===== config.mk =====
export PLATFORM = sky130hd
export DESIGN_NAME = decode_hazard_ctrl
export DESIGN_NICKNAME = d
export VERILOG_FILES = /design/src/rtl/decode_hazard_ctrl.sv
export SDC_FILE = /design/constraint.sdc
export NUM_CORES = 1
export LEC_CHECK = 0
export ABC_AREA = 1
export BUFFER_PORTS_ARGS = -buffer_cell sky130_fd_sc_hd__buf_2
export CAP_MARGIN = 0
export CORE_AREA = 3 3 140 88
export DETAILED_ROUTE_END_ITERATION = 16
export DIE_AREA = 0 0 143 91
export PLACE_DENSITY_LB_ADDON = 0.12
export SYNTH_ARGS = -nofsm -noshare
export SYNTH_HDL_FRONTEND = slang
export SYNTH_SLANG_ARGS = --single-unit

===== constraint.sdc =====
create_clock -name clk -period 3.15 [get_ports clk]
set_input_delay 0.4725 -clock clk [delete_from_list [all_inputs] [get_ports clk]]
set_output_delay 0.4725 -clock clk [all_outputs]
set_load 0.01 [all_outputs]

===== src/rtl/decode_hazard_ctrl.sv =====
// Decode-stage pipeline sequencer: forwarding selects, load-use/branch hazard
// stalls, multi-cycle MUL/DIV hold FSM and decode-resolved redirect sequencing.
module decode_hazard_ctrl #(
  parameter int unsigned MUL_LAT = 3,
  parameter int unsigned DIV_LAT = 65,
  parameter int unsigned CNT_W   = 7
) (
  input  logic        clk,
  input  logic        reset,
  input  logic        d_valid,
  input  logic [4:0]  d_rs1,
  input  logic [4:0]  d_rs2,
  input  logic        d_use_rs1,
  input  logic        d_use_rs2,
  input  logic        d_branch_op,
  input  logic        d_taken,
  input  logic [63:0] d_pcbranch,
  input  logic        e_valid,
  input  logic        e_wen,
  input  logic [4:0]  e_dst,
  input  logic        e_is_load,
  input  logic        e_is_mul,
  input  logic        e_is_div,
  input  logic        m_valid,
  input  logic        m_wen,
  input  logic [4:0]  m_dst,
  input  logic        dmem_busy,
  input  logic        imem_busy,
  output logic        stall_f,
  output logic        stall_d,
  output logic        flush_d,
  output logic        bubble_e,
  output logic        hold_e,
  output logic        stall_m,
  output logic        redirect_valid,
  output logic [63:0] redirect_pc,
  output logic [1:0]  fwd_a,
  output logic [1:0]  fwd_b
);

  // Latencies below 2 never need the FSM; the instruction leaves execute in one cycle.
  localparam bit               MulMc   = (MUL_LAT >= 2);
  localparam bit               DivMc   = (DIV_LAT >= 2);
  localparam logic [CNT_W-1:0] MulInit = MulMc ? CNT_W'(MUL_LAT - 2) : '0;
  localparam logic [CNT_W-1:0] DivInit = DivMc ? CNT_W'(DIV_LAT - 2) : '0;

  typedef enum logic [0:0] {StIdle, StRun} mc_state_e;

  mc_state_e        state_q, state_d;
  logic [CNT_W-1:0] cnt_q, cnt_d;
  logic             redir_pend_q, redir_pend_d;
  logic [63:0]      redir_pc_q, redir_pc_d;

  logic       e_match_rs1, e_match_rs2, m_match_rs1, m_match_rs2;
  logic       haz, mc_start, mc_hold, stall_any, take;
  logic [1:0] fwd_a_raw, fwd_b_raw;

  assign e_match_rs1 = e_valid & e_wen & (e_dst == d_rs1) & (d_rs1 != 5'd0);
  assign e_match_rs2 = e_valid & e_wen & (e_dst == d_rs2) & (d_rs2 != 5'd0);
  assign m_match_rs1 = m_valid & m_wen & (m_dst == d_rs1) & (d_rs1 != 5'd0);
  assign m_match_rs2 = m_valid & m_wen & (m_dst == d_rs2) & (d_rs2 != 5'd0);

  // Operand forwarding; a load result in execute is not ready yet, so it cannot forward.
  always_comb begin
    fwd_a_raw = 2'b00;
    fwd_b_raw = 2'b00;
    if (e_match_rs1 && !e_is_load) fwd_a_raw = 2'b01;
    else if (m_match_rs1)          fwd_a_raw = 2'b10;
    if (e_match_rs2 && !e_is_load) fwd_b_raw = 2'b01;
    else if (m_match_rs2)          fwd_b_raw = 2'b10;
  end

  // Load-use, or a decode branch needing an execute result (no E->D compare path).
  assign haz = d_valid & (e_is_load | d_branch_op) &
               ((d_use_rs1 & e_match_rs1) | (d_use_rs2 & e_match_rs2));

  // Multi-cycle start request; DIV class takes precedence when selecting the latency.
  assign mc_start = e_valid & (e_is_div ? DivMc : (e_is_mul & MulMc)) & ~dmem_busy;

  // MC FSM state and counter register.
  always_ff @(posedge clk or posedge reset) begin
    if (reset) begin
      state_q <= StIdle;
      cnt_q   <= '0;
    end else begin
      state_q <= state_d;
      cnt_q   <= cnt_d;
    end
  end

  // MC FSM next state; a busy data memory freezes everything.
  always_comb begin
    state_d = state_q;
    cnt_d   = cnt_q;
    if (!dmem_busy) begin
      unique case (state_q)
        StIdle: begin
          if (mc_start) begin
            state_d = StRun;
            cnt_d   = e_is_div ? DivInit : MulInit;
          end
        end
        StRun: begin
          if (cnt_q != '0) cnt_d = cnt_q - 1'b1;
          else             state_d = StIdle;
        end
        default: state_d = StIdle;
      endcase
    end
  end

  // MC FSM output: hold execute on the start cycle and while the counter is non-zero.
  always_comb begin
    mc_hold = 1'b0;
    unique case (state_q)
      StIdle:  mc_hold = mc_start;
      StRun:   mc_hold = (cnt_q != '0);
      default: mc_hold = 1'b0;
    endcase
  end

  assign stall_any = dmem_busy | mc_hold | haz;
  // A pending redirect means decode holds a flushed slot, so no new take can arise.
  assign take      = d_valid & d_branch_op & d_taken & ~stall_any & ~redir_pend_q;

  // Pending-redirect register, used when fetch is busy at the time of the take.
  always_ff @(posedge clk or posedge reset) begin
    if (reset) begin
      redir_pend_q <= 1'b0;
      redir_pc_q   <= '0;
    end else begin
      redir_pend_q <= redir_pend_d;
      redir_pc_q   <= redir_pc_d;
    end
  end

  // Pending redirect retires only once it is actually delivered to fetch.
  always_comb begin
    redir_pend_d = redir_pend_q;
    redir_pc_d   = redir_pc_q;
    if (redir_pend_q) begin
      if (!stall_any && !imem_busy) redir_pend_d = 1'b0;
    end else if (take && imem_busy) begin
      redir_pend_d = 1'b1;
      redir_pc_d   = d_pcbranch;
    end
  end

  // Pipeline controls in priority order; everything is forced low during reset.
  always_comb begin
    stall_f        = 1'b0;
    stall_d        = 1'b0;
    flush_d        = 1'b0;
    bubble_e       = 1'b0;
    hold_e         = 1'b0;
    stall_m        = 1'b0;
    redirect_valid = 1'b0;
    redirect_pc    = '0;
    fwd_a          = 2'b00;
    fwd_b          = 2'b00;
    if (!reset) begin
      fwd_a    = fwd_a_raw;
      fwd_b    = fwd_b_raw;
      stall_f  = stall_any;
      stall_d  = stall_any;
      hold_e   = dmem_busy | mc_hold;
      stall_m  = dmem_busy;
      bubble_e = haz & ~dmem_busy & ~mc_hold;
      flush_d  = take | redir_pend_q;
      if (redir_pend_q) begin
        redirect_pc    = redir_pc_q;
        redirect_valid = ~imem_busy & ~stall_any;
      end else if (take) begin
        redirect_pc    = d_pcbranch;
        redirect_valid = ~imem_busy;
      end
    end
  end

endmodule


# ---- Yosys cells after proc, flatten, opt, wreduce, memory -nomap -nowiden
# Cells that the tools add are included.
dict set report totals {
  reg_bits 73
  output_inout_bits 75
  word_cells 86
}
dict set report classes {
  add_sub_neg 1
  eq_ne 6
  mux 29
  bitwise 34
  n_reduce_logical 12
}
# op n
set op_table {}
lappend op_table {{64-bit two-way mux} 3}
lappend op_table {{1-bit AND} 23}
lappend op_table {{5-bit equality test} 4}
lappend op_table {{1-bit two-way mux} 14}
lappend op_table {{7-bit two-way mux} 2}
lappend op_table {{7-bit one-hot mux with 2 select lines} 1}
lappend op_table {{2-bit two-way mux} 6}
lappend op_table {{5-bit nonzero test} 2}
lappend op_table {{7-bit nonzero test} 1}
lappend op_table {{7-bit by 1-bit subtractor with 7-bit output (second input constant)} 1}
lappend op_table {{6-bit two-way mux} 1}
lappend op_table {{1-bit inverter} 6}
lappend op_table {{1-bit OR} 5}
lappend op_table {{1-bit logical AND} 4}
lappend op_table {{1-bit one-hot mux with 2 select lines} 2}
lappend op_table {{1-bit zero test} 3}
lappend op_table {{3-bit AND reduction} 1}
lappend op_table {{2-bit by 1-bit inequality test with 1-bit output (second input constant)} 1}
lappend op_table {{2-bit inequality test (second input constant)} 1}
lappend op_table {{2-bit AND reduction} 1}

# ---- Logic depth before layout (Yosys ltp)
dict set report depth {
  ltp_word 13
  depth_mapped 15
}

# ---- Least setup slack after synthesis
# Ideal clock, no wire load.
dict set report synth_timing {
  path_kind {input to output}
  from {input reset}
  to {output fwd_a[1]}
  arrival_time_ns 2.921
  setup_slack_ns -0.243
  cell_stages 6
  n_path_buf 1
  path_cell_list {clkbuf_1 -> inv_1 -> nand3_1 -> a221oi_1 -> nand4_1 -> inv_1}
}
dict set report synth_via {
  elab_chain_cells 1
}
# item line_no
set synth_rtl {}
lappend synth_rtl {{from (decl)} 9} ;# input logic reset,
lappend synth_rtl {{2-bit two-way mux} 161} ;# if (!reset) begin
lappend synth_rtl {{to (decl)} 37} ;# output logic [1:0] fwd_a,
# Every way passes these cells.

# ---- Final worst setup path
dict set report layout_timing {
  from {register cnt_q[3]}
  to {output redirect_pc[22]}
}
dict set report layout_via {
  elab_chain_cells 10
}
# item line_no
set layout_rtl {}
lappend layout_rtl {{from (decl)} 50} ;# logic [CNT_W-1:0] cnt_q, cnt_d;
lappend layout_rtl {{from (signal assigned)} 87} ;# cnt_q <= cnt_d;
lappend layout_rtl {{7-bit nonzero test} 117} ;# StRun: mc_hold = (cnt_q != '0);
lappend layout_rtl {{1-bit one-hot mux with 2 select lines} 115} ;# unique case (state_q)
lappend layout_rtl {{1-bit OR (2 in a row)} 122} ;# assign stall_any = dmem_busy | mc_hold | haz;
lappend layout_rtl {{1-bit inverter} 124} ;# assign take = d_valid & d_branch_op & d_taken & ~stall_any & ~redir_pend_q;
lappend layout_rtl {{1-bit AND (2 in a row)} 124}
lappend layout_rtl {{64-bit two-way mux} 173} ;# end else if (take) begin
lappend layout_rtl {{64-bit two-way mux} 170} ;# if (redir_pend_q) begin
lappend layout_rtl {{64-bit two-way mux} 161}
lappend layout_rtl {{to (decl)} 36} ;# output logic [63:0] redirect_pc,
# Every way passes these cells.

==> results.rst <==
.. list-table::
   :header-rows: 1

   * - Metric
     - Value
   * - Outcome
     - completed
   * - Antenna cells
     - 0
   * - Synthesis-to-finish area growth
     - 24.95%
   * - Setup Fix Bufs, Post-CTS
     - 0
   * - Vias per inst
     - 4.378
   * - Count of input and output buffers
     - 174
   * - Drt drc
     - 0
   * - Crit Path Max Fanout
     - 65
   * - Mapped Nets
     - 952
   * - Xor and xnor fraction of the mapped netlist area
     - 0.5219%
   * - Most frequent cells in the layout
     - sky130_fd_sc_hd__nand2_1 (304), sky130_fd_sc_hd__nor2_1 (212), sky130_fd_sc_hd__buf_2 (174)
   * - Number of cells in the finished layout apart from fillers
     - 1157
   * - Global route overflow
     - 0
   * - Height of the die
     - 91 um
   * - Maximum clock rate
     - 0.3656 GHz
   * - Highest cell delay on the worst timing path
     - 0.38 ns
   * - Number of distinct library cell variants in the gate-level netlist after synthesis
     - 32
   * - Number of buffers on the longest clock path
     - 2
   * - Number of fillers in the final layout
     - 1149
   * - Sort of element at the end of the critical path
     - output pin
   * - Area share of the largest cell type after synthesis
     - 36.28%
   * - Worst path arrival time
     - 2.26 ns
   * - Type of the worst setup path
     - flip-flop to output pin
   * - Delay-heaviest family, CP
     - simple AND/OR/NAND/NOR gates
   * - Initial core utilization
     - 45.16%
   * - Via count of the first global-routing pass
     - 4519
   * - RSZ-0062 raised after global routing
     - false
   * - Kind of start point of the critical path
     - flip-flop
   * - Max capacitance violation total
     - 0
   * - Clock root buffer
     - sky130_fd_sc_hd__clkbuf_16
   * - Share of synthesized area spent on multiplexers
     - 0%
   * - Final-report setup violation count
     - 0
   * - Ratio of final minimum period to clock period
     - 86.84%
   * - Share of synthesized registers carrying an async set or reset
     - 100.0%
   * - Rel. slew slack
     - between 30% and 40%
   * - Post-synthesis sequential element count
     - 73
   * - GRT met2 Usage
     - 29.88%
   * - Final core utilization
     - a little under three fifths
   * - Cells along the critical path
     - inv_2, nand2_1, nor2_2, nand4_2, a21oi_4, nand4_4, buf_12, nor2_1, nor2_1, nor2_1, buf_2
   * - CTS tree
     - yes
   * - Gp weighted congestion
     - approximately 0.89
   * - Library cell contributing the largest single delay on the critical path
     - sky130_fd_sc_hd__dfrtp_1
   * - First drt pass iteration count
     - 4
   * - Combined area of the multi-input logic cells
     - about 2300 um2
   * - Share of final-layout standard cells stronger than drive strength 1
     - 20.93%
   * - Largest net degree at the start of global routing
     - 74
   * - Global routing met3 resource utilization
     - between 4 and 5%
   * - Busiest grt layer
     - met2
   * - Required time at the endpoint of the critical path
     - 2.68 ns
   * - Top area cells in the synthesized netlist
     - sky130_fd_sc_hd__dfrtp_1 (36%), sky130_fd_sc_hd__nand2_1 (23%), sky130_fd_sc_hd__nor2_1 (16%), sky130_fd_sc_hd__inv_1 (12%), sky130_fd_sc_hd__buf_6 (2.7%)
   * - Count of flip-flops with a built-in enable after synthesis
     - 0
   * - Worst skew pair latency
     - 0.33 ns
   * - Worst vdd rail ir drop
     - 0.3581 mV
   * - Core box area
     - between 10000 and 15000 um2
   * - Avg Synthesized Cell Area
     - 5.923 um2
   * - Main combinational cell family by area after synthesis
     - simple AND/OR/NAND/NOR gates
   * - Post-route cell area
     - 6291 um2
   * - CP most frequent cell
     - sky130_fd_sc_hd__nor2_1
   * - Sequential element share of the synthesized area
     - 36.28%
   * - Initial drt markers
     - 279
   * - # clock sinks
     - 73
   * - Total number of H-tree levels
     - 3
   * - Cell count after placement
     - 1141
   * - Rows
     - 30
   * - Yosys warnings
     - 0
   * - First-pass GRT wire length
     - 21.47 mm
   * - Total Nets Final
     - 1110
   * - Adder-cell share of the synthesized area
     - 0.4970%
   * - Hold Buf Count CTS
     - 0
   * - Final setup TNS
     - 0 ns
   * - Combined buffer and inverter count along the critical path
     - 3
   * - Antenna violations before repair
     - 1
   * - Floorplan die area
     - roughly 13000 um2
   * - Leakage power summed over all cells
     - 4.303 nW
   * - Final Hold Fails
     - 0
   * - Total routing usage reported by global routing
     - 19.93%
   * - Number of nets with antenna violations after routing
     - 0
   * - WL per Instance
     - 11.15 um
   * - Number of gates resized after CTS
     - 0
   * - Mapped Area
     - 5035 um2
   * - Area fraction in and, or, nand and nor cells after synthesis
     - between 40% and 50%
   * - Final Slew Violations
     - 0
   * - Minimum clock period after layout
     - 2.736 ns
   * - Largest area contributor in the synthesized netlist
     - sky130_fd_sc_hd__dfrtp_1
   * - Top-level I/O count
     - 175
   * - HPWL reported at the end of detailed placement
     - around 9.1 mm
   * - Vias
     - just over 5000
   * - Sequential Area
     - about 1800 um2
   * - Fraction of the mapped netlist area in compound gates
     - 3.504%
   * - Slew of the pin with the lowest slew margin
     - 0.9087 ns
   * - Post-Place Cell Area
     - 5936 um2
   * - Power per unit of standard cell area
     - 478.5 nW/um2
   * - Post-Route Skew
     - about 0.0088 ns
   * - Most common cell after layout, fill and taps aside
     - sky130_fd_sc_hd__nand2_1
   * - Synthesized netlist cell count
     - 850
   * - Most frequently used flop master after synthesis
     - sky130_fd_sc_hd__dfrtp_1
   * - Global routing met1 resource utilization
     - 29.23%
   * - Classification of the worst-slack hold path
     - input pin to flip-flop
   * - DIE WIDTH
     - 143 um
   * - Reg clk slew, reported paths
     - 0.06 ns
   * - Number of buffers created by CTS
     - 9
   * - Detailed-route wire length
     - 12.91 mm
[layout make-up]
type                    instances  area share [%]
flip-flops and latches         73           29.06
clock inverters                 4           1.571
multi-input cells             573           37.29
clock buffers                  12           4.077
well taps                     144           2.864
repair buffers                182           15.00
inverters                     169           10.14
[worst register-to-register path, stage by stage, from the launching register on]
cell                      delay, ns
sky130_fd_sc_hd__dfrtp_1       0.38
sky130_fd_sc_hd__inv_2         0.08
sky130_fd_sc_hd__nand2_1       0.09
sky130_fd_sc_hd__nor2_2        0.14
sky130_fd_sc_hd__nand4_2       0.13
sky130_fd_sc_hd__a21oi_4       0.23
sky130_fd_sc_hd__nand4_4       0.13
sky130_fd_sc_hd__buf_12        0.19
sky130_fd_sc_hd__nor2_4        0.24
sky130_fd_sc_hd__buf_4         0.37
sky130_fd_sc_hd__nand2_1       0.12
sky130_fd_sc_hd__nand2_1       0.08
[stage by stage]
step	setup WS [ns]	hold WS (ns)	total power [mW]
floorplan	0.2776	0.4417	1.642
global placement	0.5155	0.4552	1.828
detailed placement	0.4863	0.4580	1.829
CTS	0.4414	0.3432	3.044
global route	0.2564	0.3520	3.198
finish	0.4145	0.3526	3.010
[where the power goes]
part,switching [mW],total [mW],internal [mW]
Combinational,0.323,0.537,0.214
Sequential,0.117,1.28,1.16
Clock,0.379,1.20,0.818
Total,0.819,3.01,2.19
[final timing paths]
path                       cells past startpoint  slack (ns)      startpoint               to
min in group asynchronous                      3        0.70           reset         cnt_q[5]
min                                            3        0.35  d_pcbranch[14]   redir_pc_q[14]
max                                           11        0.41        cnt_q[3]  redirect_pc[22]
max reg2reg                                   11        0.90        cnt_q[3]   redir_pc_q[60]
max in group asynchronous                      3        1.82           reset     redir_pend_q
min reg2reg                                    2        0.47  redir_pc_q[60]   redir_pc_q[60]
[cells by family (layout without fill, tap and decap cells)]
kind of cell | count (synthesis) | after routing
AO/OA/AOI/OAI | 25 | 25
XOR/XNOR | 3 | 3
adder cells (fa/ha/maj) | 2 | 2
buffers and inverters | 204 | 367
flip-flops | 73 | 73
AND/OR/NAND/NOR | 543 | 543
[cells in the mapped netlist, types with 2 or more instances]
| cell | instances |
|---|---|
| sky130_fd_sc_hd__a221oi_1 | 2 |
| sky130_fd_sc_hd__clkbuf_1 | 13 |
| sky130_fd_sc_hd__nand2_1 | 304 |
| sky130_fd_sc_hd__buf_1 | 2 |
| sky130_fd_sc_hd__o21ai_0 | 5 |
| sky130_fd_sc_hd__or2_2 | 2 |
| sky130_fd_sc_hd__ha_1 | 2 |
| sky130_fd_sc_hd__xnor2_1 | 2 |
| sky130_fd_sc_hd__inv_1 | 164 |
| sky130_fd_sc_hd__a21oi_1 | 4 |
| sky130_fd_sc_hd__inv_2 | 5 |
| sky130_fd_sc_hd__buf_2 | 6 |
| sky130_fd_sc_hd__nor2_1 | 212 |
| sky130_fd_sc_hd__o22ai_1 | 2 |
| sky130_fd_sc_hd__a22oi_1 | 5 |
| sky130_fd_sc_hd__nor3_1 | 2 |
| sky130_fd_sc_hd__nand3_1 | 15 |
| sky130_fd_sc_hd__nand4_1 | 2 |
| sky130_fd_sc_hd__buf_4 | 2 |
| sky130_fd_sc_hd__dfrtp_1 | 73 |
| sky130_fd_sc_hd__buf_6 | 12 |
| sky130_fd_sc_hd__nand4_2 | 3 |
| sky130_fd_sc_hd__o21ai_1 | 2 |
[sequential cells by signal (all words and copies together) (netlist names)]
name / count
cnt_q: 7
redir_pc_q: 64
redir_pend_q: 1
state_q: 1
[per-layer routing]
metal / wire length, um / vias up
met5: 9 / -
met3: 774 / 15
li1: - / 2756
met4: 155 / 2
met1: 6604 / 2149
met2: 5363 / 143
Note: power is estimated with default switching activity, not from simulation.
